$ cat src/rtl/spi_pkg.sv
// Shared types and constants for the SPI register-access controller.
// Frame layout: byte0 = {rw, addr[6:0]}, then data bytes.
package spi_pkg;

  typedef enum logic [2:0] {
    IDLE,
    CMD,
    WRITE,
    READ,
    IGNORE
  } state_t;

  localparam int         CMD_RW_BIT   = 7;
  localparam int         CMD_ADDR_MSB = 6;
  localparam logic [7:0] TX_IDLE_BYTE = 8'h00;
  localparam logic [7:0] ERR_CNT_MAX  = 8'hFF;

  // Saturating increment for the error counter.
  function automatic logic [7:0] err_inc(input logic [7:0] cnt);
    return (cnt == ERR_CNT_MAX) ? cnt : cnt + 8'd1;
  endfunction

endpackage

$ cat src/rtl/spi_reg_ctrl_if.sv
// Byte-level handshake between the SPI slave shifter (master side here)
// and the register controller (slave side).
interface spi_reg_ctrl_if;
  logic       frame_active;
  logic [7:0] rx_byte;
  logic       rx_valid;
  logic [7:0] tx_byte;
  logic       tx_valid;

  modport master (output frame_active, rx_byte, rx_valid, input tx_byte, tx_valid);
  modport slave  (input frame_active, rx_byte, rx_valid, output tx_byte, tx_valid);
endinterface

$ cat src/rtl/spi_regbank.sv
// Register bank: NUM_REGS x 8 flops, synchronous write port,
// combinational read port, and a flat view of all registers.
module spi_regbank #(
  parameter int         NUM_REGS  = 16,
  parameter logic [7:0] RESET_VAL = 8'h00,
  localparam int        ADDR_W    = $clog2(NUM_REGS)
) (
  input  logic                  clk,
  input  logic                  ar,
  input  logic                  we,
  input  logic [ADDR_W-1:0]     waddr,
  input  logic [7:0]            wdata,
  input  logic [ADDR_W-1:0]     raddr,
  output logic [7:0]            rdata,
  output logic [NUM_REGS*8-1:0] regs_flat
);

  generate
    for (genvar gi = 0; gi < NUM_REGS; gi++) begin : g_reg
      logic [7:0] q_reg;

      always_ff @(posedge clk or negedge ar) begin
        if (!ar) begin
          q_reg <= RESET_VAL;
        end else if (we && (waddr == ADDR_W'(gi))) begin
          q_reg <= wdata;
        end
      end

      assign regs_flat[8*gi +: 8] = q_reg;
    end
  endgenerate

  // Guard keeps reads defined when NUM_REGS is not a power of two.
  always_comb begin
    rdata = 8'h00;
    if (int'(raddr) < NUM_REGS) begin
      rdata = regs_flat[{raddr, 3'b000} +: 8];
    end
  end

endmodule

$ cat src/rtl/spi_reg_ctrl.sv
// Executes SPI register-access frames against the register bank: decodes the
// command byte, streams writes in or reads out with auto-incrementing address.
module spi_reg_ctrl #(
  parameter int         NUM_REGS  = 16,
  parameter logic [7:0] RESET_VAL = 8'h00,
  localparam int        ADDR_W    = $clog2(NUM_REGS)
) (
  input  logic                  clk,
  input  logic                  ar,
  spi_reg_ctrl_if.slave         bus,
  output logic                  wr_strobe,
  output logic [ADDR_W-1:0]     wr_addr,
  output logic [NUM_REGS*8-1:0] regs_flat,
  output logic [7:0]            err_cnt
);
  import spi_pkg::*;

  localparam logic [ADDR_W-1:0] LAST_ADDR  = ADDR_W'(NUM_REGS - 1);
  localparam logic [7:0]        NUM_REGS_8 = 8'(NUM_REGS);

  state_t            state_reg;
  logic [ADDR_W-1:0] addr_reg;
  logic [7:0]        tx_byte_reg;
  logic              tx_valid_reg;
  logic              wr_strobe_reg;
  logic [ADDR_W-1:0] wr_addr_reg;
  logic [7:0]        err_cnt_reg;

  logic [ADDR_W-1:0] cmd_addr;
  logic              cmd_in_range;
  logic              cmd_is_write;
  logic              we;
  logic [ADDR_W-1:0] raddr;
  logic [7:0]        rdata;

  function automatic logic [ADDR_W-1:0] addr_inc(input logic [ADDR_W-1:0] a);
    return (a == LAST_ADDR) ? '0 : a + 1'b1;
  endfunction

  assign cmd_addr     = bus.rx_byte[ADDR_W-1:0];
  assign cmd_in_range = {1'b0, bus.rx_byte[CMD_ADDR_MSB:0]} < NUM_REGS_8;
  assign cmd_is_write = bus.rx_byte[CMD_RW_BIT];
  assign we           = (state_reg == WRITE) && bus.rx_valid;
  // A read command must fetch its first byte before addr_reg is loaded.
  assign raddr        = (state_reg == CMD) ? cmd_addr : addr_reg;

  spi_regbank #(
    .NUM_REGS  (NUM_REGS),
    .RESET_VAL (RESET_VAL)
  ) u_regbank (
    .clk       (clk),
    .ar        (ar),
    .we        (we),
    .waddr     (addr_reg),
    .wdata     (bus.rx_byte),
    .raddr     (raddr),
    .rdata     (rdata),
    .regs_flat (regs_flat)
  );

  always_ff @(posedge clk or negedge ar) begin
    if (!ar) begin
      state_reg     <= IDLE;
      addr_reg      <= '0;
      tx_byte_reg   <= TX_IDLE_BYTE;
      tx_valid_reg  <= 1'b0;
      wr_strobe_reg <= 1'b0;
      wr_addr_reg   <= '0;
      err_cnt_reg   <= 8'h00;
    end else begin
      tx_valid_reg  <= 1'b0;
      wr_strobe_reg <= 1'b0;
      case (state_reg)
        IDLE: begin
          tx_byte_reg <= TX_IDLE_BYTE;
          if (bus.frame_active) state_reg <= CMD;
        end
        CMD: begin
          if (bus.rx_valid) begin
            if (!cmd_in_range) begin
              state_reg   <= IGNORE;
              err_cnt_reg <= err_inc(err_cnt_reg);
              tx_byte_reg <= TX_IDLE_BYTE;
            end else if (cmd_is_write) begin
              state_reg <= WRITE;
              addr_reg  <= cmd_addr;
            end else begin
              state_reg    <= READ;
              tx_byte_reg  <= rdata;
              tx_valid_reg <= 1'b1;
              addr_reg     <= addr_inc(cmd_addr);
            end
          end
        end
        WRITE: begin
          if (bus.rx_valid) begin
            wr_strobe_reg <= 1'b1;
            wr_addr_reg   <= addr_reg;
            addr_reg      <= addr_inc(addr_reg);
          end
        end
        READ: begin
          if (bus.rx_valid) begin
            tx_byte_reg  <= rdata;
            tx_valid_reg <= 1'b1;
            addr_reg     <= addr_inc(addr_reg);
          end
        end
        IGNORE: begin
          tx_byte_reg <= TX_IDLE_BYTE;
        end
        default: begin
          state_reg <= IDLE;
        end
      endcase
      // A byte completing as cs rises is still processed above; only the state exits.
      if (!bus.frame_active) state_reg <= IDLE;
    end
  end

  assign bus.tx_byte  = tx_byte_reg;
  assign bus.tx_valid = tx_valid_reg;
  assign wr_strobe    = wr_strobe_reg;
  assign wr_addr      = wr_addr_reg;
  assign err_cnt      = err_cnt_reg;

endmodule
$ cat src/flat_wrapper.sv
// flat-port wrapper written by rule: the top's interface ports become plain ports
module spi_reg_ctrl_flat import spi_pkg::*;
#(
  parameter int         NUM_REGS  = 16,
  parameter logic [7:0] RESET_VAL = 8'h00,
  localparam int        ADDR_W    = $clog2(NUM_REGS)
)
  (clk, ar, wr_strobe, wr_addr, regs_flat, err_cnt, bus_frame_active, bus_rx_byte, bus_rx_valid, bus_tx_byte, bus_tx_valid);
  spi_reg_ctrl_if bus_i ();
  input  logic clk;
  input  logic ar;
  output logic wr_strobe;
  output logic [ADDR_W-1:0] wr_addr;
  output logic [NUM_REGS*8-1:0] regs_flat;
  output logic [7:0] err_cnt;
  input wire logic [$bits(bus_i.frame_active)-1:0] bus_frame_active;
  input wire logic [$bits(bus_i.rx_byte)-1:0] bus_rx_byte;
  input wire logic [$bits(bus_i.rx_valid)-1:0] bus_rx_valid;
  output wire logic [$bits(bus_i.tx_byte)-1:0] bus_tx_byte;
  output wire logic [$bits(bus_i.tx_valid)-1:0] bus_tx_valid;
  assign bus_i.frame_active = bus_frame_active;
  assign bus_i.rx_byte = bus_rx_byte;
  assign bus_i.rx_valid = bus_rx_valid;
  assign bus_tx_byte = bus_i.tx_byte;
  assign bus_tx_valid = bus_i.tx_valid;
  spi_reg_ctrl #(.NUM_REGS(NUM_REGS), .RESET_VAL(RESET_VAL)) u_core (.clk(clk), .ar(ar), .bus(bus_i), .wr_strobe(wr_strobe), .wr_addr(wr_addr), .regs_flat(regs_flat), .err_cnt(err_cnt));
endmodule
$ cat config.mk
export PLATFORM = sky130hd
export DESIGN_NAME = spi_reg_ctrl_flat
export DESIGN_NICKNAME = d
export VERILOG_FILES = /design/src/rtl/spi_pkg.sv /design/src/rtl/spi_reg_ctrl_if.sv /design/src/rtl/spi_regbank.sv /design/src/rtl/spi_reg_ctrl.sv /design/src/flat_wrapper.sv
export SDC_FILE = /design/constraint.sdc
export NUM_CORES = 1
export LEC_CHECK = 0
export CAP_MARGIN = 20
export CORE_MARGIN = 1.5
export CORE_UTILIZATION = 53
export CTS_BUF_LIST = sky130_fd_sc_hd__clkbuf_4
export DETAILED_ROUTE_END_ITERATION = 10
export GPL_ROUTABILITY_DRIVEN = 0
export PLACE_DENSITY = 0.86
export SLEW_MARGIN = 20
export SYNTH_ARGS = -nofsm -noshare
export SYNTH_HDL_FRONTEND = slang
export SYNTH_SLANG_ARGS = --single-unit
$ cat constraint.sdc
create_clock -name clk -period 2.4 [get_ports clk]
set_clock_uncertainty 0.05 [all_clocks]
set_input_delay 0.36 -clock clk [delete_from_list [all_inputs] [get_ports clk]]
set_output_delay 0.36 -clock clk [all_outputs]
set_load 0.02 [all_outputs]
# Yosys cells after proc, flatten, opt, wreduce, memory -nomap -nowiden

Cells that the tools add are included.

Input port bits: 12
Register bits: 157
Logic and storage cells: 111
Output and inout bits: 150

Order comparisons: 1
Equal/unequal tests: 28
Muxes and demuxes: 24
Shift-type cells: 1
Bitwise logic cells: 2
Add/subtract/negate cells: 3
Reductions and logical operators: 29

Operator list:

| cell                                                | number |
|---|---|
| indexed part select 128 x 8 -> 8 bit                | 1 |
| == test 4 bit (second input constant)               | 9 |
| two-way mux 8 bit                                   | 4 |
| two-way mux 4 bit                                   | 7 |
| case mux 8 bit (3 select lines)                     | 1 |
| logical AND 1 bit                                   | 17 |
| == test 4 x 3 -> 1 bit (second input constant)      | 4 |
| AND reduction 4 bit                                 | 3 |
| two-way mux 3 bit                                   | 3 |
| case mux 3 bit (3 select lines)                     | 1 |
| adder 4 x 1 -> 4 bit (second input constant)        | 2 |
| adder 8 x 1 -> 8 bit (second input constant)        | 1 |
| == test 4 x 2 -> 1 bit (second input constant)      | 2 |
| == test 8 bit (second input constant)               | 1 |
| case mux 4 bit (2 select lines)                     | 1 |
| < comparator 7 x 5 -> 1 bit (second input constant) | 1 |
| == test 3 x 2 -> 1 bit (second input constant)      | 2 |
| two-way mux 1 bit                                   | 6 |
| != test 2 bit (second input constant)               | 3 |
| != test 3 bit (second input constant)               | 2 |
| == test 4 x 1 -> 1 bit (second input constant)      | 1 |
| logical NOT 4 bit                                   | 1 |
| != test 2 x 1 -> 1 bit (second input constant)      | 2 |
| AND reduction 2 bit                                 | 2 |
| 9 further kinds                                     | 11 |

# Longest topological paths before layout

Gate-level depths: netlist of the first run.

Depth after elaboration: 7
Gate-level depth with buffers: 11
Gate-level depth less buffers: 6

# Modules after synthesis

Synthesis of the first run repeated with hierarchy kept, for this count alone.

Cell total of the unflattened synthesis: 496
Area total of the unflattened synthesis: 7,417.1 sq um

Modules (own cells, without submodules):

| module       | area each (sq um) | cells each | sequential area each (sq um) | instances |
|---|---|---|---|---|
| spi_regbank  | 5,920.7           | 363        | 3,203.1                      | 1 |
| spi_reg_ctrl | 1,496.4           | 133        | 725.7                        | 1 |

# Worst setup path after synthesis of the first run

Ideal clock, no wire load.

Path kind: reg2reg
From: reg u_core.state_reg[1]
To: reg u_core.tx_byte_reg[2] (netlist: u_core.bus.tx_byte[2])
Path slack: 0.388 ns
Buffers on the path: 4
Arrival time: 1.827 ns
Cell stages (with the launch flop): 11
Required time: 2.215 ns
Period minus slack after synthesis: 2.012 ns
Setup time: 0.135 ns
Cell sequence: dfrtp_1 nor3b_2 buf_6 mux2_4 buf_6 buf_6 buf_6 nand2_1 nand3_1 o211ai_1 o211ai_1

Word-level cells in the longest chain between the ends: 7
Elaborated cells on any way between the ends: 17
Those cells by class: 6 x eq/ne; 1 x shift; 6 x mux; 4 x reduce/logical

RTL lines:

| item                                 | RTL line                               | RTL |
|---|---|---|
| from (decl)                          | spi_reg_ctrl.sv:21                     | `state_t state_reg;` |
| from (signal assigned)               | spi_reg_ctrl.sv:63                     | `state_reg <= IDLE;` |
| from (signal assigned)               | spi_reg_ctrl.sv:76                     | `if (bus.frame_active) state_reg <= CMD;` |
| from (signal assigned)               | spi_reg_ctrl.sv:81                     | `state_reg <= IGNORE;` |
| == test 3 x 1 -> 1 bit               | spi_reg_ctrl.sv:45, spi_reg_ctrl.sv:73 |  |
| two-way mux 4 bit                    | spi_reg_ctrl.sv:45                     | `assign raddr = (state_reg == CMD) ? cmd_addr : addr_reg;` |
| indexed part select 128 x 8 -> 8 bit | spi_regbank.sv:38                      | `rdata = regs_flat[{raddr, 3'b000} +: 8];` |
| two-way mux 8 bit                    | spi_reg_ctrl.sv:84                     | `end else if (cmd_is_write) begin` |
| two-way mux 8 bit                    | spi_reg_ctrl.sv:80                     | `if (!cmd_in_range) begin` |
| two-way mux 8 bit                    | spi_reg_ctrl.sv:79                     | `if (bus.rx_valid) begin` |
| case mux 8 bit (3 select lines)      | spi_reg_ctrl.sv:73                     | `case (state_reg)` |
| to (signal assigned)                 | spi_reg_ctrl.sv:89                     | `tx_byte_reg <= rdata;` |
| to (signal assigned)                 | spi_reg_ctrl.sv:104                    | `tx_byte_reg <= rdata;` |
| to (decl)                            | spi_reg_ctrl.sv:23                     | `logic [7:0] tx_byte_reg;` |

Several ways; a longest one is shown, not always the timed one. The select of a mux whose other input is x is not followed.
A chain may end at the register's enable or synchronous reset.

# Worst setup path after layout of the first run

From: reg u_core.state_reg[2]
To: reg u_core.tx_byte_reg[1] (netlist: u_core.bus.tx_byte[1])

The elaborated chain is that of the path after synthesis.

==> summary.txt, run 1 <==
Outcome
  • Outcome: completed

CTS
  • Clk slew on worst S/H paths: roughly 0.13 ns
  • CTS Buf Count: 17
  • Clock Sinks: 157
  • CTS tree: built
  • Worst skew pair latency: between 0.5 and 0.6 ns
  • Root Driver: clkbuf_4
  • CTS max path bufs: 2
  • H-tree depth: 4

Critical path
  • CP max stage delay: roughly 0.47 ns
  • CP max-delay cell: mux2_4
  • Critical Path AT: approximately 2.7 ns
  • CP Class: flip-flop to flip-flop
  • Worst EP required: 2.82 ns
  • Startpoint types: flip-flop
  • CP Cell Sequence: nor3b_2 > mux2_4 > and2_0 > a211oi_1 > a211o_1 > nand4_1
  • Max Fanout on Critical Path: 19
  • Critical Path End Type: flip-flop

Routing
  • Remaining DRCs: 0
  • DRT Pass-1 Iters: 7
  • Drt wl/cell: roughly 21 um
  • Drt total wl: 22400 um
  • DR iter-0 viols: ~710
  • Vias per std cell: 5.97
  • DR vias: 6284
  • Routed Antenna Nets: 0

GRT
  • Vias in the first global route: a little over 6000
  • Largest net degree at the start of global routing: 62
  • GR Overflow Total: 0
  • GR Util All Layers: 30.5%
  • Global-route wire length before repair: roughly 34000 um
  • Initial antenna violation count: 1

Power and ir drop
  • Switching share of power: 35.7%
  • Pwr/cell area: approximately 600 nW/um2
  • Pwr Total: around 5.9 mW
  • Internal power: 3.78 mW
  • Switch Pwr: 2.10 mW
  • Sequential share of power: 51.0%
  • Clock network fraction of total power: between 20% and 30%
  • Worst VDD drop: between 0.4 and 0.5 mV
  • Leakage: ~4.6 nW
  • Gate power share: a little over a quarter

STA
  • Setup ws final: 0.105 ns
  • Setup Viol. Count Final: 0
  • Tmin final: approximately 2.3 ns
  • Max_slew headroom: around three fifths
  • Worst Tran Pin Value: 0.620 ns
  • Final Hold Viols: 0
  • Setup_tns: 0 ns
  • Post-route clock period utilization: 95.6%
  • Fmax: 0.436 GHz
  • Unrepaired setup endpoints after global routing: no
  • Final Slew Violations: 0

Floorplan
  • Die area: between 10000 and 15000 um2
  • Io pins: 162
  • Rows: 43
  • Core area: around 14000 um2
  • Die Span Y: around 120 um
  • Initial core utilization: a little over half
  • Die width: ~120 um

Cells and area
  • Nets: between 800 and 900
  • Max reg flops: 128
  • Synth-to-layout area growth: 30.4%
  • Fill cell count: ~960
  • Fraction of layout cells with a size suffix above 1: between 10% and 20%

Logic synthesis
  • Synth unique cells: 50
  • Syn Area/Cell: 11.0 um2
  • Register bit total from synthesis: around 160
  • EDFF count, synth: 0
  • Main synth FF type: dfrtp_1
  • Ys async rst share: 100%
  • Synthesized cell area: ~7500 um2
  • Syn_nets: 699
  • Seq/Total Area, Yosys: a little over half
  • Cells after synthesis: around 700
  • Synth Warn #: 0

Min path
  • HP Class: primary input to asynchronous set/reset pin

Place
  • Input/output buffers: about 160
  • Pre-CTS setup slack: -0.192 ns
  • DP HPWL: between 15000 and 20000 um

Flow run
  • Max-cap violations: 0
kinds of logic after synthesis:
| logic type | Yosys count | synth area share [%] |
|---|---|---|
| compound gates | 88 | 7.61 |
| xor+xnor | 10 | 1.16 |
| fa+ha+maj | 6 | 0.998 |
| buf+inv | 51 | 3.28 |
| flops | 157 | 52.3 |
| mux | 133 | 20.1 |
| simple gates | 236 | 14.6 |
power groups by stage:
stage               logic [mW]  clock network [mW]  registers, mW
floorplan                0.784                   0           3.10
global placement          1.45                   0           3.03
detailed placement        1.46                   0           3.04
CTS                       1.47                1.33           2.99
global route              1.65                1.46           3.02
finish                    1.55                1.33           3.00
cell type report:
cell class                      instances  area, um2  area share, %
Tap cell                              180        225           2.30
Timing Repair Buffer                  204       2060           21.0
Clock inverter                         14       78.8          0.804
Sequential cell                       157       3930           40.1
Multi-Input combinational cell        473       3350           34.2
Inverter                                6       22.5          0.230
Antenna cell                            1       2.50         0.0255
Clock buffer                           18        135           1.38
synthesized netlist by cell type (all sizes together) (3+ instances only):
master / count / area share, %
a211oi: 6 / 0.60
a21oi: 22 / 1.5
a221oi: 5 / 0.58
and2: 7 / 0.58
and3: 4 / 0.33
buf: 17 / 1.5
clkbuf: 28 / 1.4
dfrtp: 157 / 52
ha: 6 / 1.0
inv: 5 / 0.25
mux2: 120 / 18
mux2i: 13 / 2.1
nand2: 160 / 8.4
nand2b: 3 / 0.25
nand3: 33 / 2.5
nand4: 10 / 0.83
nor2: 4 / 0.23
nor2b: 7 / 0.58
o211ai: 21 / 2.1
o21ai: 23 / 1.5
xnor2: 6 / 0.70
xor2: 4 / 0.47
metal layers:
layer / track usage, % / wire length, um / up-vias / share of wire, %
met5: 0 / 0 / - / 0
met4: 12.8 / 696 / 0 / 3.1
met3: 7.16 / 1870 / 60 / 8.4
met2: 46.5 / 10500 / 363 / 47
met1: 42.0 / 9310 / 3119 / 42
li1: - / - / 2742 / -
final timing paths:
path | start | end | slack, ns | cells after the start
min in group clk | bus_frame_active | u_core.state_reg[0]$_DFFE_PN0P_ | 0.31 | 3
worst min-delay path | ar | u_core.u_regbank.g_reg[4].q_reg[4]$_DFFE_PN0P_ | 0.22 | 2
max in group asynchronous | ar | u_core.u_regbank.g_reg[12].q_reg[5]$_DFFE_PN0P_ | 1.41 | 3
worst max-delay path | u_core.state_reg[2]$_DFFE_PN0P_ | u_core.bus.tx_byte[1]$_DFFE_PN0P_ | 0.10 | 6
worst min register to register | u_core.err_cnt[6]$_DFFE_PN0P_ | u_core.err_cnt[6]$_DFFE_PN0P_ | 0.44 | 1
worst max register to register | u_core.state_reg[2]$_DFFE_PN0P_ | u_core.bus.tx_byte[1]$_DFFE_PN0P_ | 0.10 | 6
stage by stage:
| step | area (um2) | cells | hold WS, ns | utilization, % |
|---|---|---|---|---|
| 4_1_cts | 9760 | 1050 | 0.236 | 70.3 |
| 3_3_place_gp | 9530 | 1017 | 0.284 | 68.7 |
| 5_1_grt | 9800 | 1053 | 0.266 | 70.6 |
| 6_report | 9800 | 1053 | 0.223 | 70.6 |
| 2_1_floorplan | 7520 | 681 | 0.0144 | - |
| 3_5_place_dp | 9530 | 1017 | 0.291 | 68.7 |
worst max-delay path, delay by kind of cell, from the launching register on:
family / cells / cell delay, ns
AO/OA/AOI/OAI: 2 / 0.60
flip-flops: 1 / 0.44
AND/OR/NAND/NOR: 3 / 0.62
multiplexers: 1 / 0.47
placed cells by master (no fill, tap or decap), types with 4 or more instances in the layout:
cell type	n
clkinv_1	6
a21oi_1	21
nand2_1	148
mux2_1	112
clkbuf_4	18
nand3_2	5
xnor2_1	6
nand3_1	28
dfrtp_1	157
inv_1	4
o21ai_0	19
buf_12	8
o21ai_1	4
nand4_1	10
xor2_1	4
buf_4	32
o211ai_1	21
and3_1	4
mux2i_1	11
nand2_2	12
clkdlybuf4s50_1	160
nor2b_1	7
mux2_2	7
and2_1	5
ha_1	6
a211oi_1	6
clkinv_2	4
a221oi_1	5
timing repair:
action	CTS	global route
hold buffers	1	0
hold endpoints to repair	51	0
buffers inserted	0	1
gates resized for setup	0	2
endpoints found under the setup margin	0	6
(Power assumes the default switching activity.)
==> inputs of run 2 (changes only) <==
- CORE_UTILIZATION: 53 -> 50
- PLACE_DENSITY: 0.86 -> 0.82
- SLEW_MARGIN: 20 -> 40
==> run 2 against run 1 <==
Against the previous run: maximum frequency down 2.3%; via count up 0.59%; register-to-register slack worse by 0.05 ns; critical path depth up 2; critical endpoint is now u_core.bus.tx_byte[7]$_DFFE_PN0P_; largest power group unchanged.
==> summary.txt, run 2 (same netlist as run 1, synthesis figures left out) <==
Outcome
  • Outcome: completed

STA
  • Post-route clock period utilization: between 90% and 100%
  • Setup Viol. Count Final: 0
  • Final Hold Viols: 0
  • Worst Tran Pin Value: about 0.52 ns
  • Tmin final: 2.35 ns
  • Fmax: about 0.43 GHz
  • Setup_tns: 0 ns
  • Final Slew Violations: 0
  • Max_slew headroom: roughly two thirds

Cells and area
  • Max reg flops: approximately 130
  • Synth-to-layout area growth: 31.7%
  • Fill cell count: ~1100
  • Most frequent cells in the layout: clkdlybuf4s50_1 (160), dfrtp_1 (157), nand2_1 (148)
  • Filler-free cell count of the finished design: approximately 1100
  • Fraction of layout cells with a size suffix above 1: between 10% and 20%
  • Nets: 879
  • Most common cell after layout, fill and taps aside: clkdlybuf4s50_1

GRT
  • Global-route wire length before repair: 34700 um
  • Largest net degree at the start of global routing: between 90 and 100
  • GR Util All Layers: ~28%
  • Vias in the first global route: between 6000 and 7000
  • Initial antenna violation count: 1
  • GR Overflow Total: 0

Floorplan
  • Die Span Y: approximately 130 um
  • Die area: around 16000 um2
  • Initial core utilization: 51.5%
  • Rows: 44
  • Io pins: 162
  • Core area: 14600 um2
  • Die width: roughly 130 um

Routing
  • DR iter-0 viols: between 500 and 600
  • DRT Pass-1 Iters: 5
  • Drt wl/cell: between 20 and 25 um
  • DR vias: between 6000 and 7000
  • Routed Antenna Nets: 0
  • Vias per std cell: about 6
  • Drt total wl: 22300 um
  • Remaining DRCs: 0

CTS
  • Clock Sinks: around 160
  • Worst skew pair latency: roughly 0.56 ns
  • H-tree depth: 4
  • Root Driver: clkbuf_4
  • CTS max path bufs: 2
  • CTS Buf Count: 17
  • CTS tree: built
  • Clk slew on worst S/H paths: between 0.1 and 0.15 ns

Place
  • Input/output buffers: 161
  • # placed instances: between 1000 and 1500
  • DP HPWL: between 15000 and 20000 um

Critical path
  • Worst path top cell family by delay: compound AO/OA/AOI/OAI gates
  • Worst EP required: between 2 and 3 ns
  • CP most frequent cell: a21oi_1
  • Critical Path AT: roughly 2.8 ns
  • CP bufs+invs: 2
  • Critical Path End Type: flip-flop
  • CP max-delay cell: dfrtp_1
  • CP max stage delay: approximately 0.47 ns
  • Worst R2R Setup Slack: 0.05 ns
  • Max Fanout on Critical Path: 27
  • Startpoint types: flip-flop
  • CP Cell Sequence: nor3b_4 > buf_4 > mux2i_4 > buf_12 > a21oi_1 > a221oi_2 > a21oi_1 > nand4_1
  • CP Class: flip-flop to flip-flop

Power and ir drop
  • Worst VDD drop: 0.338 mV
  • Leakage: approximately 4.7 nW
  • Pwr/cell area: 643 nW/um2

Min path
  • HP Class: primary input to asynchronous set/reset pin

Flow run
  • Max-cap violations: 0
-- run 2: cell types whose count changed in the layout (fill, tap and decap cells not counted), moves of 2 or more --
cell,change
a221oi_2,+4
buf_12,-4
a221oi_1,-4
bufinv_16,+4
clkinv_1,-4
clkinvlp_4,-2
inv_6,+2
buf_4,+7
-- run 2: metrics by stage --
step                setup WS, ns  utilization (%)  power [mW]  cell area, um2  hold slack [ns]
floorplan                  0.388                -        3.89            7520           0.0144
global placement          -0.158             65.0        4.48            9490            0.232
detailed placement        -0.157             65.0        4.52            9490            0.238
CTS                       0.0105             67.5        6.29            9850            0.179
global route             -0.0129             67.9        6.62            9900            0.217
finish                    0.0504             67.9        6.37            9900            0.199
-- run 2: per-layer routing --
metal  global-route usage (%)  up-vias  part of all wire [%]
met1                     38.3     3145                    41
met4                     12.8        0                   3.3
met5                        0        -                     0
met2                     43.7      359                    47
li1                         -     2756                     -
met3                     6.97       61                   8.5
-- run 2: cell type report --
cell class / instances / area, um2 / area share [%]
Sequential cell: 157 / 3930 / 39.7
Multi-Input combinational cell: 473 / 3370 / 34.1
Timing Repair Buffer: 206 / 2020 / 20.4
Tap cell: 184 / 230 / 2.32
Clock inverter: 14 / 190 / 1.92
Clock buffer: 18 / 135 / 1.36
Inverter: 6 / 22.5 / 0.227
Antenna cell: 1 / 2.50 / 0.0253
-- run 2: repair_timing --
action | in CTS | in global routing
endpoints found under the setup margin | 6 | 6
cloned | 0 | 1
hold buffers | 1 | 0
resized for setup | 3 | 2
buffers inserted | 1 | 2
pin swaps | 0 | 1
endpoints found under the hold margin | 37 | 0
-- run 2: worst reg2reg max path, cell delays in order, from the launching register on --
cell and delay, ns:
dfrtp_1 0.47, nor3b_4 0.33, buf_4 0.26, mux2i_4 0.33, buf_12 0.23, a21oi_1 0.12
a221oi_2 0.34, a21oi_1 0.08, nand4_1 0.08
-- run 2: worst paths after layout --
check                                                start                                              end  depth (start not counted)
hold / removal                                          ar  u_core.u_regbank.g_reg[14].q_reg[7]$_DFFE_PN0P_                          2
min in group clk                          bus_frame_active                  u_core.state_reg[0]$_DFFE_PN0P_                          3
setup / recovery           u_core.state_reg[2]$_DFFE_PN0P_                u_core.bus.tx_byte[7]$_DFFE_PN0P_                          8
max in group asynchronous                               ar   u_core.u_regbank.g_reg[6].q_reg[4]$_DFFE_PN0P_                          3
hold reg to reg              u_core.err_cnt[4]$_DFFE_PN0P_                    u_core.err_cnt[4]$_DFFE_PN0P_                          1
setup reg to reg           u_core.state_reg[2]$_DFFE_PN0P_                u_core.bus.tx_byte[7]$_DFFE_PN0P_                          8
-- run 2: report_power, final --
group,internal [mW],switching (mW),leakage (nW)
combinational,0.621,0.972,2.33
sequential,2.79,0.197,2.17
clock,0.842,0.947,0.175
